==> src/rtl/debug_pkg.sv <==
// -----------------------------------------------------------------------------
// debug_pkg
// Shared definitions for the debug run controller:
//   - UART command byte codes
//   - run/dump FSM state encoding
//   - dump section encoding and the word-index -> section helper
//   - byte extraction helper (big-endian byte order, byte 0 = bits 31:24)
// -----------------------------------------------------------------------------
package debug_pkg;

  localparam logic [7:0] CMD_CONT = 8'h63;  // 'c'
  localparam logic [7:0] CMD_STEP = 8'h73;  // 's'
  localparam logic [7:0] CMD_HALT = 8'h68;  // 'h'
  localparam logic [7:0] CMD_DUMP = 8'h64;  // 'd'

  typedef enum logic [2:0] {
    HALTED  = 3'd0,
    RUN     = 3'd1,
    STEP    = 3'd2,
    SETUP   = 3'd3,
    WAIT    = 3'd4,
    CAPTURE = 3'd5,
    SEND    = 3'd6,
    ACK     = 3'd7
  } state_e;

  typedef enum logic [1:0] {
    SEC_PC    = 2'd0,
    SEC_LATCH = 2'd1,
    SEC_REG   = 2'd2,
    SEC_MEM   = 2'd3
  } section_e;

  // Map a dump word index onto its section: PC first, then the latch words,
  // then the register file, then data memory.
  function automatic section_e section_of(input int unsigned w,
                                          input int unsigned num_latch,
                                          input int unsigned num_regs);
    section_e sec;
    if (w == 32'd0) begin
      sec = SEC_PC;
    end else if (w <= num_latch) begin
      sec = SEC_LATCH;
    end else if (w <= (num_latch + num_regs)) begin
      sec = SEC_REG;
    end else begin
      sec = SEC_MEM;
    end
    return sec;
  endfunction

  // Select byte b of a word, b = 0 being the most significant byte.
  function automatic logic [7:0] word_byte(input logic [31:0] word,
                                           input logic [1:0]  b);
    logic [7:0] res;
    case (b)
      2'd0:    res = word[31:24];
      2'd1:    res = word[23:16];
      2'd2:    res = word[15:8];
      2'd3:    res = word[7:0];
      default: res = 8'd0;
    endcase
    return res;
  endfunction

endpackage

==> src/rtl/debug_run_controller_if.sv <==
// -----------------------------------------------------------------------------
// debug_run_controller_if
// Bundles everything the debug run controller exchanges with the pipeline and
// the UART:
//   UART RX    : cmd_valid, cmd_byte
//   UART TX    : tx_start, tx_data, tx_done
//   pipeline   : halt_detected, pc_in, stop_debug, busy
//   debug read : debug_addr, latch_sel, latch_data, fr_data, mem_data
// modport master = the controller, modport slave = its environment.
// -----------------------------------------------------------------------------
interface debug_run_controller_if;

  logic        cmd_valid;
  logic [7:0]  cmd_byte;
  logic        halt_detected;
  logic [31:0] pc_in;
  logic [31:0] latch_data;
  logic [31:0] fr_data;
  logic [31:0] mem_data;
  logic        tx_done;

  logic        stop_debug;
  logic [31:0] debug_addr;
  logic [6:0]  latch_sel;
  logic        tx_start;
  logic [7:0]  tx_data;
  logic        busy;

  modport master (
    input  cmd_valid, cmd_byte, halt_detected, pc_in,
           latch_data, fr_data, mem_data, tx_done,
    output stop_debug, debug_addr, latch_sel, tx_start, tx_data, busy
  );

  modport slave (
    output cmd_valid, cmd_byte, halt_detected, pc_in,
           latch_data, fr_data, mem_data, tx_done,
    input  stop_debug, debug_addr, latch_sel, tx_start, tx_data, busy
  );

endinterface

==> src/rtl/debug_word_serializer.sv <==
// -----------------------------------------------------------------------------
// debug_word_serializer
// Holds one captured 32-bit word and sends it as four bytes, MSB first,
// using a tx_start / tx_done handshake with the UART transmitter.
// Ports:
//   clk, rst_n   clock, asynchronous active-low reset
//   load         capture word_in and restart at byte 0
//   word_in      word to serialize
//   send         registered tx_start is raised next cycle for the current byte
//   ack_active   controller is waiting for the UART; tx_done counts only here
//   tx_done      UART finished the current byte
//   tx_start     one-cycle start pulse (registered)
//   tx_data      byte being sent, held until the next send (registered)
//   byte_done    a byte was acknowledged this cycle
//   word_done    the last byte of the word was acknowledged this cycle
// -----------------------------------------------------------------------------
module debug_word_serializer
  import debug_pkg::*;
(
  input  logic        clk,
  input  logic        rst_n,
  input  logic        load,
  input  logic [31:0] word_in,
  input  logic        send,
  input  logic        ack_active,
  input  logic        tx_done,
  output logic        tx_start,
  output logic [7:0]  tx_data,
  output logic        byte_done,
  output logic        word_done
);

  logic [31:0] buf_q, buf_d;
  logic [1:0]  b_q, b_d;
  logic        tx_start_q, tx_start_d;
  logic [7:0]  tx_data_q, tx_data_d;

  // Acknowledge decode: tx_done only matters while the controller is in ACK.
  always_comb begin
    byte_done = ack_active & tx_done;
    word_done = ack_active & tx_done & (b_q == 2'd3);
  end

  // Next buffer, byte index and transmit outputs.
  always_comb begin
    buf_d = buf_q;
    b_d   = b_q;
    if (load) begin
      buf_d = word_in;
      b_d   = 2'd0;
    end else if (byte_done && (b_q != 2'd3)) begin
      b_d = b_q + 2'd1;
    end else begin
      b_d = b_q;
    end
    // Use the next-state buffer/index so the first byte is correct in the
    // same cycle the word is loaded.
    tx_start_d = send;
    if (send) begin
      tx_data_d = word_byte(buf_d, b_d);
    end else begin
      tx_data_d = tx_data_q;
    end
  end

  // Serializer registers.
  always_ff @(posedge clk or negedge rst_n) begin
    if (!rst_n) begin
      buf_q      <= 32'd0;
      b_q        <= 2'd0;
      tx_start_q <= 1'b0;
      tx_data_q  <= 8'd0;
    end else begin
      buf_q      <= buf_d;
      b_q        <= b_d;
      tx_start_q <= tx_start_d;
      tx_data_q  <= tx_data_d;
    end
  end

  assign tx_start = tx_start_q;
  assign tx_data  = tx_data_q;

endmodule

==> src/rtl/debug_run_controller.sv <==
// -----------------------------------------------------------------------------
// debug_run_controller
// Controls the MIPS pipeline freeze for the debug unit (halted, continuous run,
// single step) from UART command bytes, and after a step or halt dumps machine
// state over the UART: PC, stage latches, register file, data memory, each word
// as four big-endian bytes.
// Ports:
//   clk    system clock
//   reset  asynchronous active-low reset
//   bus    debug_run_controller_if.master (commands, pipeline, debug read
//          port and UART TX handshake)
// -----------------------------------------------------------------------------
module debug_run_controller
  import debug_pkg::*;
#(
  parameter int NUM_LATCH     = 8,
  parameter int NUM_REGS      = 32,
  parameter int NUM_MEM_WORDS = 16,
  parameter int SEL_LAT       = 1
) (
  input  logic                   clk,
  input  logic                   reset,
  debug_run_controller_if.master bus
);

  localparam int TOTAL  = 1 + NUM_LATCH + NUM_REGS + NUM_MEM_WORDS;
  localparam int W_W    = $clog2(TOTAL);
  localparam int WAIT_W = (SEL_LAT > 1) ? $clog2(SEL_LAT) : 1;
  localparam logic [W_W-1:0]    W_LAST    = W_W'(TOTAL - 1);
  localparam logic [WAIT_W-1:0] WAIT_LAST = WAIT_W'((SEL_LAT > 0) ? (SEL_LAT - 1) : 0);

  state_e              state_q, state_d;
  logic [W_W-1:0]      w_q, w_d;
  logic [WAIT_W-1:0]   wait_q, wait_d;

  logic                stop_debug_q, stop_debug_d;
  logic                busy_q, busy_d;
  logic [31:0]         debug_addr_q, debug_addr_d;
  logic [6:0]          latch_sel_q, latch_sel_d;

  logic [31:0]         capture_word;
  logic                byte_done;
  logic                word_done;
  logic                ser_tx_start;
  logic [7:0]          ser_tx_data;

  // State register.
  always_ff @(posedge clk or negedge reset) begin
    if (!reset) begin
      state_q <= HALTED;
    end else begin
      state_q <= state_d;
    end
  end

  // Next-state logic plus the word index and select-latency counter.
  always_comb begin
    state_d = state_q;
    w_d     = w_q;
    wait_d  = wait_q;
    case (state_q)
      HALTED: begin
        if (bus.cmd_valid) begin
          case (bus.cmd_byte)
            CMD_CONT: state_d = RUN;
            CMD_STEP: state_d = STEP;
            CMD_DUMP: begin
              state_d = SETUP;
              w_d     = '0;
            end
            default:  state_d = HALTED;
          endcase
        end else begin
          state_d = HALTED;
        end
      end
      RUN: begin
        // halt_detected takes priority over a simultaneous 'h'.
        if (bus.halt_detected) begin
          state_d = SETUP;
          w_d     = '0;
        end else if (bus.cmd_valid && (bus.cmd_byte == CMD_HALT)) begin
          state_d = HALTED;
        end else begin
          state_d = RUN;
        end
      end
      STEP: begin
        state_d = SETUP;
        w_d     = '0;
      end
      SETUP: begin
        wait_d = '0;
        if (SEL_LAT > 0) begin
          state_d = WAIT;
        end else begin
          state_d = CAPTURE;
        end
      end
      WAIT: begin
        if (wait_q == WAIT_LAST) begin
          state_d = CAPTURE;
        end else begin
          wait_d = wait_q + WAIT_W'(1);
        end
      end
      CAPTURE: state_d = SEND;
      SEND:    state_d = ACK;
      ACK: begin
        if (word_done) begin
          if (w_q == W_LAST) begin
            state_d = HALTED;
          end else begin
            w_d     = w_q + W_W'(1);
            state_d = SETUP;
          end
        end else if (byte_done) begin
          state_d = SEND;
        end else begin
          state_d = ACK;
        end
      end
      default: state_d = HALTED;
    endcase
  end

  // Output logic: registered outputs follow the next state, so stop_debug
  // rises on the same edge that leaves RUN/STEP.
  always_comb begin
    logic [31:0] w_ext;
    w_ext        = 32'(w_d);
    stop_debug_d = !((state_d == RUN) || (state_d == STEP));
    busy_d       = !((state_d == HALTED) || (state_d == RUN));
    debug_addr_d = debug_addr_q;
    latch_sel_d  = latch_sel_q;
    if (state_d == SETUP) begin
      // Each select only moves inside its own section and holds elsewhere.
      case (section_of(w_ext, NUM_LATCH, NUM_REGS))
        SEC_LATCH: latch_sel_d  = 7'(w_ext - 32'd1);
        SEC_REG:   debug_addr_d = w_ext - 32'(1 + NUM_LATCH);
        SEC_MEM:   debug_addr_d = w_ext - 32'(1 + NUM_LATCH + NUM_REGS);
        default: begin
          debug_addr_d = debug_addr_q;
          latch_sel_d  = latch_sel_q;
        end
      endcase
    end else begin
      debug_addr_d = debug_addr_q;
      latch_sel_d  = latch_sel_q;
    end
  end

  // Source mux for the word captured in CAPTURE.
  always_comb begin
    case (section_of(32'(w_q), NUM_LATCH, NUM_REGS))
      SEC_PC:    capture_word = bus.pc_in;
      SEC_LATCH: capture_word = bus.latch_data;
      SEC_REG:   capture_word = bus.fr_data;
      SEC_MEM:   capture_word = bus.mem_data;
      default:   capture_word = 32'd0;
    endcase
  end

  // Counters and registered outputs.
  always_ff @(posedge clk or negedge reset) begin
    if (!reset) begin
      w_q          <= '0;
      wait_q       <= '0;
      stop_debug_q <= 1'b1;
      busy_q       <= 1'b0;
      debug_addr_q <= 32'd0;
      latch_sel_q  <= 7'd0;
    end else begin
      w_q          <= w_d;
      wait_q       <= wait_d;
      stop_debug_q <= stop_debug_d;
      busy_q       <= busy_d;
      debug_addr_q <= debug_addr_d;
      latch_sel_q  <= latch_sel_d;
    end
  end

  debug_word_serializer u_serializer (
    .clk        (clk),
    .rst_n      (reset),
    .load       (state_q == CAPTURE),
    .word_in    (capture_word),
    .send       (state_d == SEND),
    .ack_active (state_q == ACK),
    .tx_done    (bus.tx_done),
    .tx_start   (ser_tx_start),
    .tx_data    (ser_tx_data),
    .byte_done  (byte_done),
    .word_done  (word_done)
  );

  assign bus.stop_debug = stop_debug_q;
  assign bus.busy       = busy_q;
  assign bus.debug_addr = debug_addr_q;
  assign bus.latch_sel  = latch_sel_q;
  assign bus.tx_start   = ser_tx_start;
  assign bus.tx_data    = ser_tx_data;

endmodule

==> src/flat_wrapper.sv <==
// flat-port wrapper written by rule: the top's interface ports become plain ports
module debug_run_controller_flat import debug_pkg::*;
#(
  parameter int NUM_LATCH     = 8,
  parameter int NUM_REGS      = 32,
  parameter int NUM_MEM_WORDS = 16,
  parameter int SEL_LAT       = 1
)
  (clk, reset, bus_cmd_valid, bus_cmd_byte, bus_halt_detected, bus_pc_in, bus_latch_data, bus_fr_data, bus_mem_data, bus_tx_done, bus_stop_debug, bus_debug_addr, bus_latch_sel, bus_tx_start, bus_tx_data, bus_busy);
  debug_run_controller_if bus_i ();
  input  logic clk;
  input  logic reset;
  input wire logic [$bits(bus_i.cmd_valid)-1:0] bus_cmd_valid;
  input wire logic [$bits(bus_i.cmd_byte)-1:0] bus_cmd_byte;
  input wire logic [$bits(bus_i.halt_detected)-1:0] bus_halt_detected;
  input wire logic [$bits(bus_i.pc_in)-1:0] bus_pc_in;
  input wire logic [$bits(bus_i.latch_data)-1:0] bus_latch_data;
  input wire logic [$bits(bus_i.fr_data)-1:0] bus_fr_data;
  input wire logic [$bits(bus_i.mem_data)-1:0] bus_mem_data;
  input wire logic [$bits(bus_i.tx_done)-1:0] bus_tx_done;
  output wire logic [$bits(bus_i.stop_debug)-1:0] bus_stop_debug;
  output wire logic [$bits(bus_i.debug_addr)-1:0] bus_debug_addr;
  output wire logic [$bits(bus_i.latch_sel)-1:0] bus_latch_sel;
  output wire logic [$bits(bus_i.tx_start)-1:0] bus_tx_start;
  output wire logic [$bits(bus_i.tx_data)-1:0] bus_tx_data;
  output wire logic [$bits(bus_i.busy)-1:0] bus_busy;
  assign bus_i.cmd_valid = bus_cmd_valid;
  assign bus_i.cmd_byte = bus_cmd_byte;
  assign bus_i.halt_detected = bus_halt_detected;
  assign bus_i.pc_in = bus_pc_in;
  assign bus_i.latch_data = bus_latch_data;
  assign bus_i.fr_data = bus_fr_data;
  assign bus_i.mem_data = bus_mem_data;
  assign bus_i.tx_done = bus_tx_done;
  assign bus_stop_debug = bus_i.stop_debug;
  assign bus_debug_addr = bus_i.debug_addr;
  assign bus_latch_sel = bus_i.latch_sel;
  assign bus_tx_start = bus_i.tx_start;
  assign bus_tx_data = bus_i.tx_data;
  assign bus_busy = bus_i.busy;
  debug_run_controller #(.NUM_LATCH(NUM_LATCH), .NUM_REGS(NUM_REGS), .NUM_MEM_WORDS(NUM_MEM_WORDS), .SEL_LAT(SEL_LAT)) u_core (.clk(clk), .reset(reset), .bus(bus_i));
endmodule
==> config.mk <==
export PLATFORM = sky130hd
export DESIGN_NAME = debug_run_controller_flat
export DESIGN_NICKNAME = d
export VERILOG_FILES = /design/src/rtl/debug_pkg.sv /design/src/rtl/debug_run_controller_if.sv /design/src/rtl/debug_word_serializer.sv /design/src/rtl/debug_run_controller.sv /design/src/flat_wrapper.sv
export SDC_FILE = /design/constraint.sdc
export NUM_CORES = 1
export LEC_CHECK = 0
export BUFFER_PORTS_ARGS = -buffer_cell sky130_fd_sc_hd__buf_4
export CAP_MARGIN = 20
export CORE_ASPECT_RATIO = 0.6
export CORE_UTILIZATION = 51
export CTS_CLUSTER_DIAMETER = 150
export DETAILED_ROUTE_END_ITERATION = 12
export PLACE_DENSITY = 0.85
export SKIP_CTS_REPAIR_TIMING = 1
export SLEW_MARGIN = 20
export SYNTH_ARGS = -nofsm -noshare
export SYNTH_HDL_FRONTEND = slang
export SYNTH_SLANG_ARGS = --single-unit
==> constraint.sdc <==
create_clock -name clk -period 5 [get_ports clk]
set_clock_uncertainty 0.05 [all_clocks]
set_input_delay 0.25 -clock clk [delete_from_list [all_inputs] [get_ports clk]]
set_output_delay 0.25 -clock clk [all_outputs]
set_load 0.05 [all_outputs]
* Word-level counts from Yosys, hierarchy flattened *
Cells that the tools add are included.

cells by class
  add/subtract/negate cells = 6
  multipliers = 0
  divide/modulo/power cells = 0
  $lt $le $gt $ge = 4
  eq/ne operators = 27
  shift-type cells = 0
  multiplexer cells = 30
  bitwise gates (word level) = 2
  reduce and logical (&&, ||, !) cells = 16

operator list
  cell                   number
  $pmux W32 S4           1
  $pmux W32 S2           1
  $eq A8 B7 Y1 const B   4
  $mux W32               1
  $pmux W8 S4            1
  $mux W6                5
  $pmux W3 S8            1
  $pmux W6 S4            1
  $mux W2                9
  $eq A3 B3 Y1 const B   5
  $eq A2 B2 Y1 const B   7
  $eq A3 B2 Y1 const B   4
  $le A6 B4 Y1 const B   2
  $le A6 B6 Y1 const B   2
  $logic_not A6 Y1       2
  $mux W3                3
  $sub A6 B1 Y7 const B  1
  $sub A6 B4 Y7 const B  1
  $sub A6 B6 Y7 const B  1
  $add A6 B1 Y6 const B  1
  $eq A2 B1 Y1 const B   3
  $eq A3 B1 Y1 const B   2
  $eq A6 B6 Y1 const B   1
  $logic_not A3 Y1       2
  13 further kinds       24

word-level totals
  register bits = 94
  latch bits = 0
  memory bits (writable) = 0
  memory bits (read-only) = 0
  bits of input ports = 141
  output and inout bits = 50
  logic and storage cells = 96
  memories = 0

* Depth between registers and ports, before layout *
  depth in word-level cells = 13
  depth in mapped cells = 14
  gate-level depth less buffers = 14

* By module *
From an unflattened synthesis, not the netlist that was laid out.

unflattened totals
  cell total of the unflattened synthesis = 478
  area total of the unflattened synthesis = 4,470.5 µm²

by module, submodules not included
  module                 instances  cells each  area an instance (µm²)
  debug_run_controller   1          336         2,566.2
  debug_word_serializer  1          142         1,904.3

* Least setup slack after synthesis *
OpenSTA, ideal clock, no wires.

  path type = reg-to-reg
  from = register u_core.w_q[0]
  to = register u_core.debug_addr_q[30] (netlist: u_core.bus.debug_addr[30])
  library setup time = 126 ps
  arrival time = 2,646 ps
  required time = 4,824 ps
  slack = 2,178 ps
  cell stages (with the launch flop) = 14
  buffers on the path = 0
  clock period less this slack = 2,822 ps
  path through = dfrtp_1 inv_1 ha_1 and4b_1 a211oi_2 or2_2 nand2_1 ha_1 and2_1 o21ai_0 nand2_1 ha_1 o22ai_1 mux2_2

on the way
  cells in the longest elaborated chain, start to end = 12
  elaborated cells on any way between the ends = 26

ends and longest elaborated chain
  item                                           RTL line                                                  text
  start, declared                                debug_run_controller.sv:33                                logic [W_W-1:0] w_q, w_d;
  start signal, assigned                         debug_run_controller.sv:174                               w_q <= w_d;
  $add A6 B1 Y6 or $eq A6 B6 Y1 (tied branches)  debug_run_controller.sv:114, debug_run_controller.sv:111
  $mux W6                                        debug_run_controller.sv:111                               if (w_q == W_LAST) begin
  $mux W6                                        debug_run_controller.sv:110                               if (word_done) begin
  $pmux W6 S4                                    debug_run_controller.sv:61                                case (state_q)
  $le A6 B6 Y1                                   debug_pkg.sv:44                                           end else if (w <= (num_latch + num_regs)) begin
  $mux W1                                        debug_pkg.sv:44
  $mux W2                                        debug_pkg.sv:42                                           end else if (w <= num_latch) begin
  $mux W2                                        debug_pkg.sv:40                                           if (w == 32'd0) begin
  $mux W2                                        debug_run_controller.sv:136                               if (state_d == SETUP) begin
  $eq A2 B2 Y1                                   debug_run_controller.sv:138                               case (section_of(w_ext, NUM_LATCH, NUM_REGS))
  $reduce_bool A2 Y1 (no line)                   -
  $reduce_and A2 Y1 (no line)                    -
  end signal, assigned                           debug_run_controller.sv:178                               debug_addr_q <= debug_addr_d;
  end, declared                                  debug_run_controller.sv:38                                logic [31:0] debug_addr_q, debug_addr_d;

Parallel ways exist; a longest one is shown, timed or not. The select of a mux whose other input is x is not followed.
A chain may end at the register's enable or synchronous reset.

* Final worst setup path *
  from = register u_core.state_q[0]
  to = register u_core.debug_addr_q[30] (netlist: u_core.bus.debug_addr[30])

on the way
  cells in the longest elaborated chain, start to end = 13
  elaborated cells on any way between the ends = 31

ends and longest elaborated chain
  item                          RTL line                                                  text
  start, declared               debug_run_controller.sv:32                                state_e state_q, state_d;
  start signal, assigned        debug_run_controller.sv:52                                state_q <= state_d;
  $eq A3 B3 Y1                  debug_run_controller.sv:61, debug_run_controller.sv:189
  $and A1 B1 Y1                 debug_word_serializer.sv:40, debug_word_serializer.sv:41
  $and A1 B1 Y1                 debug_word_serializer.sv:41                               word_done = ack_active & tx_done & (b_q == 2'd3);
  $mux W6                       debug_run_controller.sv:110
  $pmux W6 S4                   debug_run_controller.sv:61
  $le A6 B6 Y1                  debug_pkg.sv:44
  $mux W1                       debug_pkg.sv:44
  $mux W2                       debug_pkg.sv:42
  $mux W2                       debug_pkg.sv:40
  $mux W2                       debug_run_controller.sv:136
  $eq A2 B2 Y1                  debug_run_controller.sv:138
  $reduce_bool A2 Y1 (no line)  -
  $reduce_and A2 Y1 (no line)   -

Parallel ways exist; a longest one is shown, timed or not. The select of a mux whose other input is x is not followed.

==> metrics <==
maximum vdd ir drop=0.000569 V; Fin Hold WS=-36.4 ps; number of synthesized flops with an enable pin=0; number of placed instances with taps included=753; estimated wirelength of the detail-placed design=10200 um; Post-layout nets=803; clock latency on the worst-skew pair=350 ps; number of setup violations in the final report=0; Starting Density=0.545; violated checks=hold timing; final period utilization=0.685; maximum number of pins on one net before global-route repair=69; Post-synth ARST share=1.00; num ports=191; detail-routed via count per cell=5.89; number of antenna violations at the first check in global routing=0; Power Density=607 nW/um2; fmax=292 MHz; final-report max-slew violation count=0; fraction of layout instances using a drive strength above 1=0.386; root buf cell=sky130_fd_sc_hd__clkbuf_16; largest buffer count on any clock path=2; instance area at placement=5740 um2; detailed-route wire length per cell=18.0 um; via count of the routed design=4527; via count of the first global-routing pass=4059; RSZ-0062 raised after global routing=false; number of distinct standard cells referenced by the synthesized netlist=68; Final Routed Wirelength=13800 um; slew at the pin with the worst max-slew slack=930 ps; DRC Markers=0; total clock sinks=68; overall power consumption=3.69 mW; Placeable Area=8130 um2; combined area of all synthesized cells=4430 um2; shortest clock period the worst path allows after layout=3430 ps; clock-pin slew reported for the worst setup and hold paths after clock tree synthesis=60 ps; CTS tree=done; synth warn=0; syn_nets=653; Syn-to-layout area delta=37.1%; post-route setup TNS=0 ps; critical path start-end classification=reg -> reg; final antenna diode count=0; GRT Residual Overflow=0; number of flip-flops and latches in the synthesized netlist=68; main flop type after synthesis=sky130_fd_sc_hd__dfrtp_1; total iterations of the first detailed-routing run=5; worst min-delay path category=in -> async; Avg Synthesized Cell Area=8.75 um2; critical path startpoint category=flop; Starting DRT DRC Count=404; Required @ worst endpoint=5190 ps; count of endpoints failing hold in the final timing report=60; Worst Setup End Kind=flop; final setup slack of the worst path=1570 ps; dpl ws=1770 ps; result of the run=finished with violations; data arrival time of the worst path=3610 ps; routability-driven placement congestion ratio=0.876; Final Util=0.747; y dimension of the die=74.2 um; crit path max fanout=12; die footprint=9070 um2; ANT nets after route=0; num rows=25; post-route non-filler standard cell count=769; number of buffers inserted by port buffering=190; final std cell area, no fill=6070 um2; wire length of the first global-routing pass=20600 um; global router's overall resource usage=0.302; synthesized instance count=506; number of buffers created by CTS=9; reported leakage power=2.95 nW; die width=122 um; Max-Cap Viols=0; number of H-tree branching levels=3; relative max-transition margin=0.380; sequential element share of the synthesized area=0.384
[per-layer routing]
metal | part of all wire | track usage | vias to the layer above
li1 | - | - | 2128
met1 | 0.42 | 0.418 | 2164
met2 | 0.47 | 0.466 | 204
met3 | 0.080 | 0.0805 | 31
met4 | 0.022 | 0.0894 | 0
met5 | 0 | 0 | -
[placed cells by master (no fill, tap or decap), types with 4 or more instances in the layout]
cell,Yosys,layout
sky130_fd_sc_hd__a2bb2oi_1,5,5
sky130_fd_sc_hd__nand3_1,33,33
sky130_fd_sc_hd__mux2i_1,5,5
sky130_fd_sc_hd__clkbuf_16,0,9
sky130_fd_sc_hd__a31o_2,4,4
sky130_fd_sc_hd__inv_1,16,16
sky130_fd_sc_hd__nand2_1,72,72
sky130_fd_sc_hd__a21oi_1,8,8
sky130_fd_sc_hd__ha_1,6,6
sky130_fd_sc_hd__a211oi_1,7,6
sky130_fd_sc_hd__o21ai_0,72,72
sky130_fd_sc_hd__mux4_2,4,4
sky130_fd_sc_hd__mux2_2,16,16
sky130_fd_sc_hd__a22o_1,4,4
sky130_fd_sc_hd__dfrtp_1,67,67
sky130_fd_sc_hd__a22oi_1,26,26
sky130_fd_sc_hd__nor2_1,22,21
sky130_fd_sc_hd__buf_4,26,198
sky130_fd_sc_hd__nand2b_1,6,6
sky130_fd_sc_hd__o22ai_1,8,8
[final timing paths]
path | from | endpoint | slack [ps] | cells past startpoint
worst max register to register | u_core.state_q[0] | u_core.bus.debug_addr[30] | 1570 | 10
max in group asynchronous | reset | u_core.u_serializer.tx_start | 4370 | 1
worst min-delay path | reset | u_core.bus.debug_addr[1] | -40 | 1
worst min register to register | u_core.u_serializer.buf_q[10] | u_core.u_serializer.buf_q[10] | 430 | 2
min in group clk | bus_fr_data[6] | u_core.u_serializer.buf_q[6] | 140 | 3
worst max-delay path | u_core.state_q[0] | u_core.bus.debug_addr[30] | 1570 | 10
[final cells by class]
type,instances,area [um2]
multi-input cells,363,2360
fillers,587,2060
flip-flops and latches,68,1700
repair buffers,198,1490
clock buffers,9,225
well taps,108,135
clock inverters,7,98.8
inverters,16,60.1
[registers in the layout, summed over array words and instances (netlist names)]
register and flops:
u_core.u_serializer.tx_data 8, u_core.u_serializer.b_q 2, u_core.w_q 6, u_core.bus.stop_debug 1
u_core.state_q 3, u_core.bus.debug_addr 7, u_core.bus.latch_sel 7, u_core.bus.busy 1
u_core.u_serializer.buf_q 32, u_core.u_serializer.tx_start 1
[Yosys cell counts (all sizes together) (8+ instances only)]
cell type | instances | area (um2)
a22oi | 26 | 195
nor2 | 22 | 82.6
nand3 | 34 | 175
dfrtp | 67 | 1680
a21oi | 8 | 40.0
inv | 16 | 60.1
a211oi | 9 | 85.1
mux2 | 16 | 180
nand2 | 72 | 270
o22ai | 8 | 50.1
buf | 38 | 251
o21ai | 75 | 390
clkbuf | 21 | 78.8
[where the power goes]
| part | internal [mW] | total (mW) | switching, mW |
|---|---|---|---|
| Sequential | 0.787 | 0.964 | 0.177 |
| Combinational | 0.795 | 2.03 | 1.23 |
| Clock | 0.440 | 0.696 | 0.257 |
| Total | 2.02 | 3.69 | 1.67 |
[cells by family (layout without fill, tap and decap cells)]
| logic type | count (synthesis) | after routing | share of synthesized area |
|---|---|---|---|
| AO/OA/AOI/OAI | 163 | 163 | 0.247 |
| adder cells (fa/ha/maj) | 6 | 6 | 0.0169 |
| XOR/XNOR | 5 | 5 | 0.00989 |
| flip-flops | 68 | 68 | 0.384 |
| buffers and inverters | 75 | 230 | 0.0881 |
| multiplexers | 25 | 25 | 0.0723 |
| AND/OR/NAND/NOR | 164 | 164 | 0.182 |
[worst max-delay path: stages, from the launching register on]
cell                       delay [ps]
sky130_fd_sc_hd__dfrtp_1          560
sky130_fd_sc_hd__nand3_1          480
sky130_fd_sc_hd__nor3_2           350
sky130_fd_sc_hd__o21ai_0          110
sky130_fd_sc_hd__o22ai_1          750
sky130_fd_sc_hd__o21ai_0          230
sky130_fd_sc_hd__nand2_1          110
sky130_fd_sc_hd__ha_1             180
sky130_fd_sc_hd__nand2b_1         130
sky130_fd_sc_hd__o22ai_1           90
sky130_fd_sc_hd__mux2_2           280
Note: power is estimated with default switching activity, not from simulation.
